$ cat src/rtl/vga_rx_monitor.sv
// vga_rx_monitor: recovers active-pixel coordinates from a sampled VGA stream, checks line/frame timing, captures one probe pixel.
// Outputs register 1 Clk after each pix_en sample, never stalls the source; VGA_MON_CRC_EN adds a per-frame CRC-16-CCITT.
module vga_rx_monitor #(
  parameter int   H_TOTAL  = 800,
  parameter int   V_TOTAL  = 525,
  parameter int   H_BP     = 144,
  parameter int   H_ACTIVE = 640,
  parameter int   V_BP     = 35,
  parameter int   V_ACTIVE = 480,
  parameter logic SYNC_POL = 1'b0
) (
  input  logic        Clk,
  input  logic        Reset_n,
  input  logic        pix_en,
  input  logic        hSync,
  input  logic        vSync,
  input  logic [3:0]  vgaR,
  input  logic [3:0]  vgaG,
  input  logic [3:0]  vgaB,
  input  logic [9:0]  probe_x,
  input  logic [9:0]  probe_y,
  output logic [9:0]  x_coord,
  output logic [9:0]  y_coord,
  output logic        active,
  output logic        locked,
  output logic        line_err,
  output logic        frame_err,
  output logic [7:0]  err_count,
  output logic [15:0] frame_count,
  output logic [11:0] probe_rgb,
  output logic        probe_valid,
  output logic [15:0] frame_crc,
  output logic        crc_valid
);
  typedef enum logic [1:0] {SEARCH, ACQUIRE, LOCKED} monState;

  localparam logic [9:0] H_LO = 10'(H_BP);
  localparam logic [9:0] H_HI = 10'(H_BP + H_ACTIVE);
  localparam logic [9:0] V_LO = 10'(V_BP);
  localparam logic [9:0] V_HI = 10'(V_BP + V_ACTIVE);

  monState     state, stateNext;
  logic        errSeen, errSeenNext;
  logic [9:0]  hCount, vCount, hNext, vNext, vUpd;
  logic        prevHs, prevVs;
  logic        hsAsserted, vsAsserted, hEdge, vStart;
  logic        lineBad, frameBad, anyErr, sampleActive, probeHit;
  logic [11:0] pixRgb;

  function automatic logic inWin(input logic [9:0] h, input logic [9:0] v);
    return (h >= H_LO) && (h < H_HI) && (v >= V_LO) && (v < V_HI);
  endfunction

  assign pixRgb     = {vgaR, vgaG, vgaB};
  assign hsAsserted = (hSync == SYNC_POL);
  assign vsAsserted = (vSync == SYNC_POL);
  assign hEdge      = pix_en && hsAsserted && !prevHs;
  // Vertical state is only meaningful at line starts, so vSync is judged there.
  assign vStart     = hEdge && vsAsserted && !prevVs;
  assign lineBad    = hEdge && (state != SEARCH) && (({1'b0, hCount} + 11'd1) != 11'(H_TOTAL));
  assign frameBad   = vStart && (state != SEARCH) && (({1'b0, vCount} + 11'd1) != 11'(V_TOTAL));
  assign anyErr     = lineBad || frameBad;

  assign hNext = hEdge ? 10'd0 : ((hCount == 10'h3FF) ? hCount : hCount + 10'd1);
  assign vNext = vStart ? 10'd0 : ((vCount == 10'h3FF) ? vCount : vCount + 10'd1);
  assign vUpd  = hEdge ? vNext : vCount;

  // State only changes at a line start, where hNext is outside the window.
  assign sampleActive = pix_en && (state == LOCKED) && inWin(hNext, vUpd);
  assign probeHit     = sampleActive && ((hNext - H_LO) == probe_x) && ((vUpd - V_LO) == probe_y);

  assign locked  = (state == LOCKED);
  assign active  = locked && inWin(hCount, vCount);
  assign x_coord = active ? hCount - H_LO : 10'd0;
  assign y_coord = active ? vCount - V_LO : 10'd0;

  always_comb begin
    stateNext   = state;
    errSeenNext = errSeen;
    case (state)
      SEARCH: begin
        if (vStart) begin
          stateNext   = ACQUIRE;
          errSeenNext = 1'b0;
        end
      end
      ACQUIRE: begin
        if (vStart) begin
          stateNext   = (errSeen || anyErr) ? ACQUIRE : LOCKED;
          errSeenNext = 1'b0;
        end else if (anyErr) begin
          errSeenNext = 1'b1;
        end
      end
      LOCKED: begin
        if (anyErr) stateNext = SEARCH;
      end
      default: stateNext = SEARCH;
    endcase
  end

  always_ff @(posedge Clk or negedge Reset_n) begin
    if (!Reset_n) begin
      state       <= SEARCH;
      errSeen     <= 1'b0;
      hCount      <= 10'd0;
      vCount      <= 10'd0;
      prevHs      <= 1'b0;
      prevVs      <= 1'b0;
      line_err    <= 1'b0;
      frame_err   <= 1'b0;
      err_count   <= 8'd0;
      frame_count <= 16'd0;
      probe_rgb   <= 12'd0;
      probe_valid <= 1'b0;
    end else begin
      state       <= stateNext;
      errSeen     <= errSeenNext;
      line_err    <= lineBad;
      frame_err   <= frameBad;
      probe_valid <= probeHit;
      if (pix_en) begin
        prevHs <= hsAsserted;
        hCount <= hNext;
      end
      if (hEdge) begin
        prevVs <= vsAsserted;
        vCount <= vNext;
      end
      if (anyErr && (err_count != 8'hFF)) err_count <= err_count + 8'd1;
      if (vStart && (state == LOCKED)) frame_count <= frame_count + 16'd1;
      if (probeHit) probe_rgb <= pixRgb;
    end
  end

`ifdef VGA_MON_CRC_EN
  logic [15:0] crcAcc;

  function automatic logic [15:0] crcStep(input logic [15:0] c, input logic [11:0] d);
    logic [15:0] r;
    r = c;
    for (int i = 11; i >= 0; i--) begin
      r = {r[14:0], 1'b0} ^ ((r[15] ^ d[i]) ? 16'h1021 : 16'h0000);
    end
    return r;
  endfunction

  always_ff @(posedge Clk or negedge Reset_n) begin
    if (!Reset_n) begin
      crcAcc    <= 16'hFFFF;
      frame_crc <= 16'd0;
      crc_valid <= 1'b0;
    end else begin
      crc_valid <= vStart && (state == LOCKED);
      if (vStart) begin
        crcAcc <= 16'hFFFF;
        if (state == LOCKED) frame_crc <= crcAcc;
      end else if (sampleActive) begin
        crcAcc <= crcStep(crcAcc, pixRgb);
      end
    end
  end
`else
  assign frame_crc = 16'd0;
  assign crc_valid = 1'b0;
`endif

endmodule

$ cat config.mk
export PLATFORM = sky130hd
export DESIGN_NAME = vga_rx_monitor
export DESIGN_NICKNAME = d
export VERILOG_FILES = /design/src/rtl/vga_rx_monitor.sv
export SDC_FILE = /design/constraint.sdc
export NUM_CORES = 1
export LEC_CHECK = 0
export ABC_CLOCK_PERIOD_IN_PS = 7800
export CORE_ASPECT_RATIO = 1.25
export CORE_MARGIN = 5
export CORE_UTILIZATION = 35
export CTS_BUF_LIST = sky130_fd_sc_hd__clkbuf_4
export DETAILED_ROUTE_END_ITERATION = 10
export GPL_TIMING_DRIVEN = 0
export MAX_ROUTING_LAYER = met4
export PLACE_DENSITY = 0.66
export SETUP_SLACK_MARGIN = 0.3
export SLEW_MARGIN = 0
export SYNTH_ARGS = -nofsm -noshare
export SYNTH_HDL_FRONTEND = slang
export SYNTH_SLANG_ARGS = --single-unit
$ cat constraint.sdc
create_clock -name Clk -period 7.8 [get_ports Clk]
set_input_delay 0.78 -clock Clk [delete_from_list [all_inputs] [get_ports Clk]]
set_output_delay 0.78 -clock Clk [all_outputs]
set_load 0.05 [all_outputs]
==> flow_summary.yaml <==
run_status:
  outcome: "complete, no violations"
yosys:
  synth_cell_types: 75
  syn-cell-area_um2: 4800
  ys.warnings.count: 0
  synth_edf_count: 0
  synth_area_per_cell_um2: 8.94
  synth_flop_cell: "dfrtp_1"
  postSynthCellCount: 537
  ys_async_sr_fraction_pct: 100
  ys_seq_elements: 64
  synth_seq_area_share_pct: 33.4
cts:
  cts_root_buf: "clkbuf_4"
  path_clk_slew_ns: 0.12
  htree_levels: 3
  ctsHoldBuffers: 0
  post_cts_resized: 0
  cts.path.max_buffers: 2
  cts_setup_buffers: 0
  cts_tree: "yes"
  cts_sinks: 64
  clock_latency_ns: 0.44
  cts_buffers: 9
floorplan:
  dieWidth_um: 115
  io_pins: 115
  fp.dieH_um: 141
  row_count: 47
  start_util_pct: 36.0
  core-area_um2: 13300
  die_area_um2: 16200
power:
  leakagePower_nw: 2.71
  vdd_drop_max_uv: 180
  power_density_nw_per_um2: 208
setup_path:
  crit_chain: "clkdlybuf4s50_1, nor3b_2, buf_2, clkbuf_1, nand3_1, o21ai_0, ha_1, xnor2_1, nand4_1, nor4_1, nand4_1, nor4b_1, and4b_4, buf_6, mux2_4"
  worstSetupPathType: "in -> reg"
  worst_path_dominant_cell_family: "simple AND/OR/NAND/NOR gates"
  path_common_cell: "nand4_1"
  cp.depth: 15
  worstPathArrival_ns: 5.44
  reg2reg_depth: 16
  cp-end-kind: "register"
  crit_slowest_cell: "nor4_1"
  rrSetupSlack_ns: 2.85
  crit_buf_inv: 4
  cp_slowest_stage_delay_ns: 0.59
  cp_max_fo: 10
  cp-start-kind: "input port"
  crit_required_ns: 8.11
sta:
  finalHoldViolCount: 0
  min_period_ns: 5.12
  fin_ws_ns: 2.68
  tns_ns: 0
  slew_headroom_pct: 45.2
  finClkSkew_ns: 0.0220
  max_freq_mhz: 195
  worst_pin_slew_ns: 0.821
  rsz0062_at_grt: "false"
  setup_violations: 0
  fin_crit_sh_pct: 65.7
  finalMaxSlewViolations: 0
finish:
  area_delta_synth_final_pct: 29.2
  fin_util_pct: 46.5
  final_cell_count_no_fill: 836
  layout_common_cells: "clkdlybuf4s50_1 (95), dfrtp_1 (64), nor2_1 (38)"
  n_antenna_cell: 0
  drive_gt1_share_pct: 12.0
  final_area_um2: 6200
  mostFrequentLayoutCell: "clkdlybuf4s50_1"
  nets: 709
route:
  wl_per_cell_um: 17.0
  drtAntennaViolNets: 0
  remaining_drc_errors: 0
  avgViaCountPerCell: 5.38
  drt_wl_total_um: 14200
  drtIter0Drc: 265
  vias: 4494
  drt_pre_antenna_iters: 5
placed_design:
  place_ws_ns: 2.22
  dp_cells: 820
  place_area_um2: 6030
  gp_congestion: 0.913
  dp_hpwl_um: 11000
  portBuffers: 96
global_routing:
  grt_pass1_wl_um: 23000
  grt_overflow_total: 0
  grt_max_degree: 65
  antenna_found_initial: 0
  grt_usage_pct: 18.2
  grt_pass1_vias: 4443
run:
  maxCapViolations: 0
hold_path:
  min_path_type: "in -> async"
==> report_power, final <==
part	internal, mW	switching, mW	leakage [nW]
clock	0.133	0.142	0.0871
sequential	0.376	0.0504	0.866
combinational	0.227	0.363	1.76
total	0.737	0.556	2.71
==> final timing paths <==
kind | startpoint | end
worst max-delay path | hSync | probe_rgb[7]
worst min-delay path | Reset_n | hCount[3]
worst max register to register | vCount[0] | probe_rgb[7]
max in group asynchronous | Reset_n | frame_count[7]
worst min register to register | frame_count[15] | frame_count[15]
min in group Clk | frame_count[15] | frame_count[15]
==> layout make-up <==
cell class	instances	area, um^2
Buffer	51	288
Clock buffer	9	67.6
Clock inverter	7	103
Fill cell	1311	7140
Inverter	21	81.3
Multi-Input combinational cell	417	2890
Sequential cell	64	1600
Tap cell	171	214
Timing Repair Buffer	96	958
==> cells in the mapped netlist, drive strengths merged (4+ instances only) <==
cell type / count / share of area (%)
inv: 21 / 1.7
xor2: 19 / 3.5
nand4b: 5 / 0.91
o21ai: 17 / 1.8
xnor2: 36 / 6.6
nand2b: 7 / 0.91
and4: 11 / 2.0
mux2: 18 / 5.0
a21o: 6 / 0.94
ha: 12 / 3.1
nand2: 33 / 2.6
buf: 30 / 4.4
nor2: 39 / 3.1
or2: 4 / 0.52
o211ai: 7 / 1.4
a31oi: 5 / 0.65
a41oi: 4 / 0.89
clkbuf: 21 / 1.6
or3: 5 / 0.76
nor3: 18 / 2.0
dfrtp: 64 / 33
and2: 6 / 0.78
a211oi: 6 / 0.94
a21oi: 25 / 2.6
nor4: 9 / 1.3
nand3: 20 / 2.1
mux2i: 4 / 0.83
and3: 10 / 1.3
nor2b: 6 / 0.78
nand4: 19 / 2.5
==> sequential cells by signal, summed over array words and instances, names as in the netlist <==
register     flops
probe_rgb       12
prevVs           1
line_err         1
err_count        8
vCount          10
hCount          10
errSeen          1
state            2
frame_count     16
prevHs           1
frame_err        1
probe_valid      1
==> cell families after synthesis <==
logic type                 synth area share [%]
other                                    0.0781
xor gates and xnor gates                   10.0
buffers and inverters                      7.69
adders and majority gates                  3.13
DFF                                        33.4
and+or+nand+nor                            23.8
muxes                                      5.84
AOI/OAI and AO/OA                          16.1
==> routing by layer <==
layer / track usage (%) / part of all wire [%]
met1: 23.0 / 42
met2: 28.4 / 47
met3: 4.93 / 7.9
met4: 6.06 / 2.5
met5: - / 0
==> stage by stage <==
step | total power [mW] | hold WS (ns)
after floorplan | 0.848 | 0.464
after global placement | 1.00 | 0.461
after detailed placement | 1.02 | 0.476
after CTS | 1.30 | 0.451
after global routing | 1.38 | 0.485
final | 1.29 | 0.434
(Power assumes the default switching activity.)
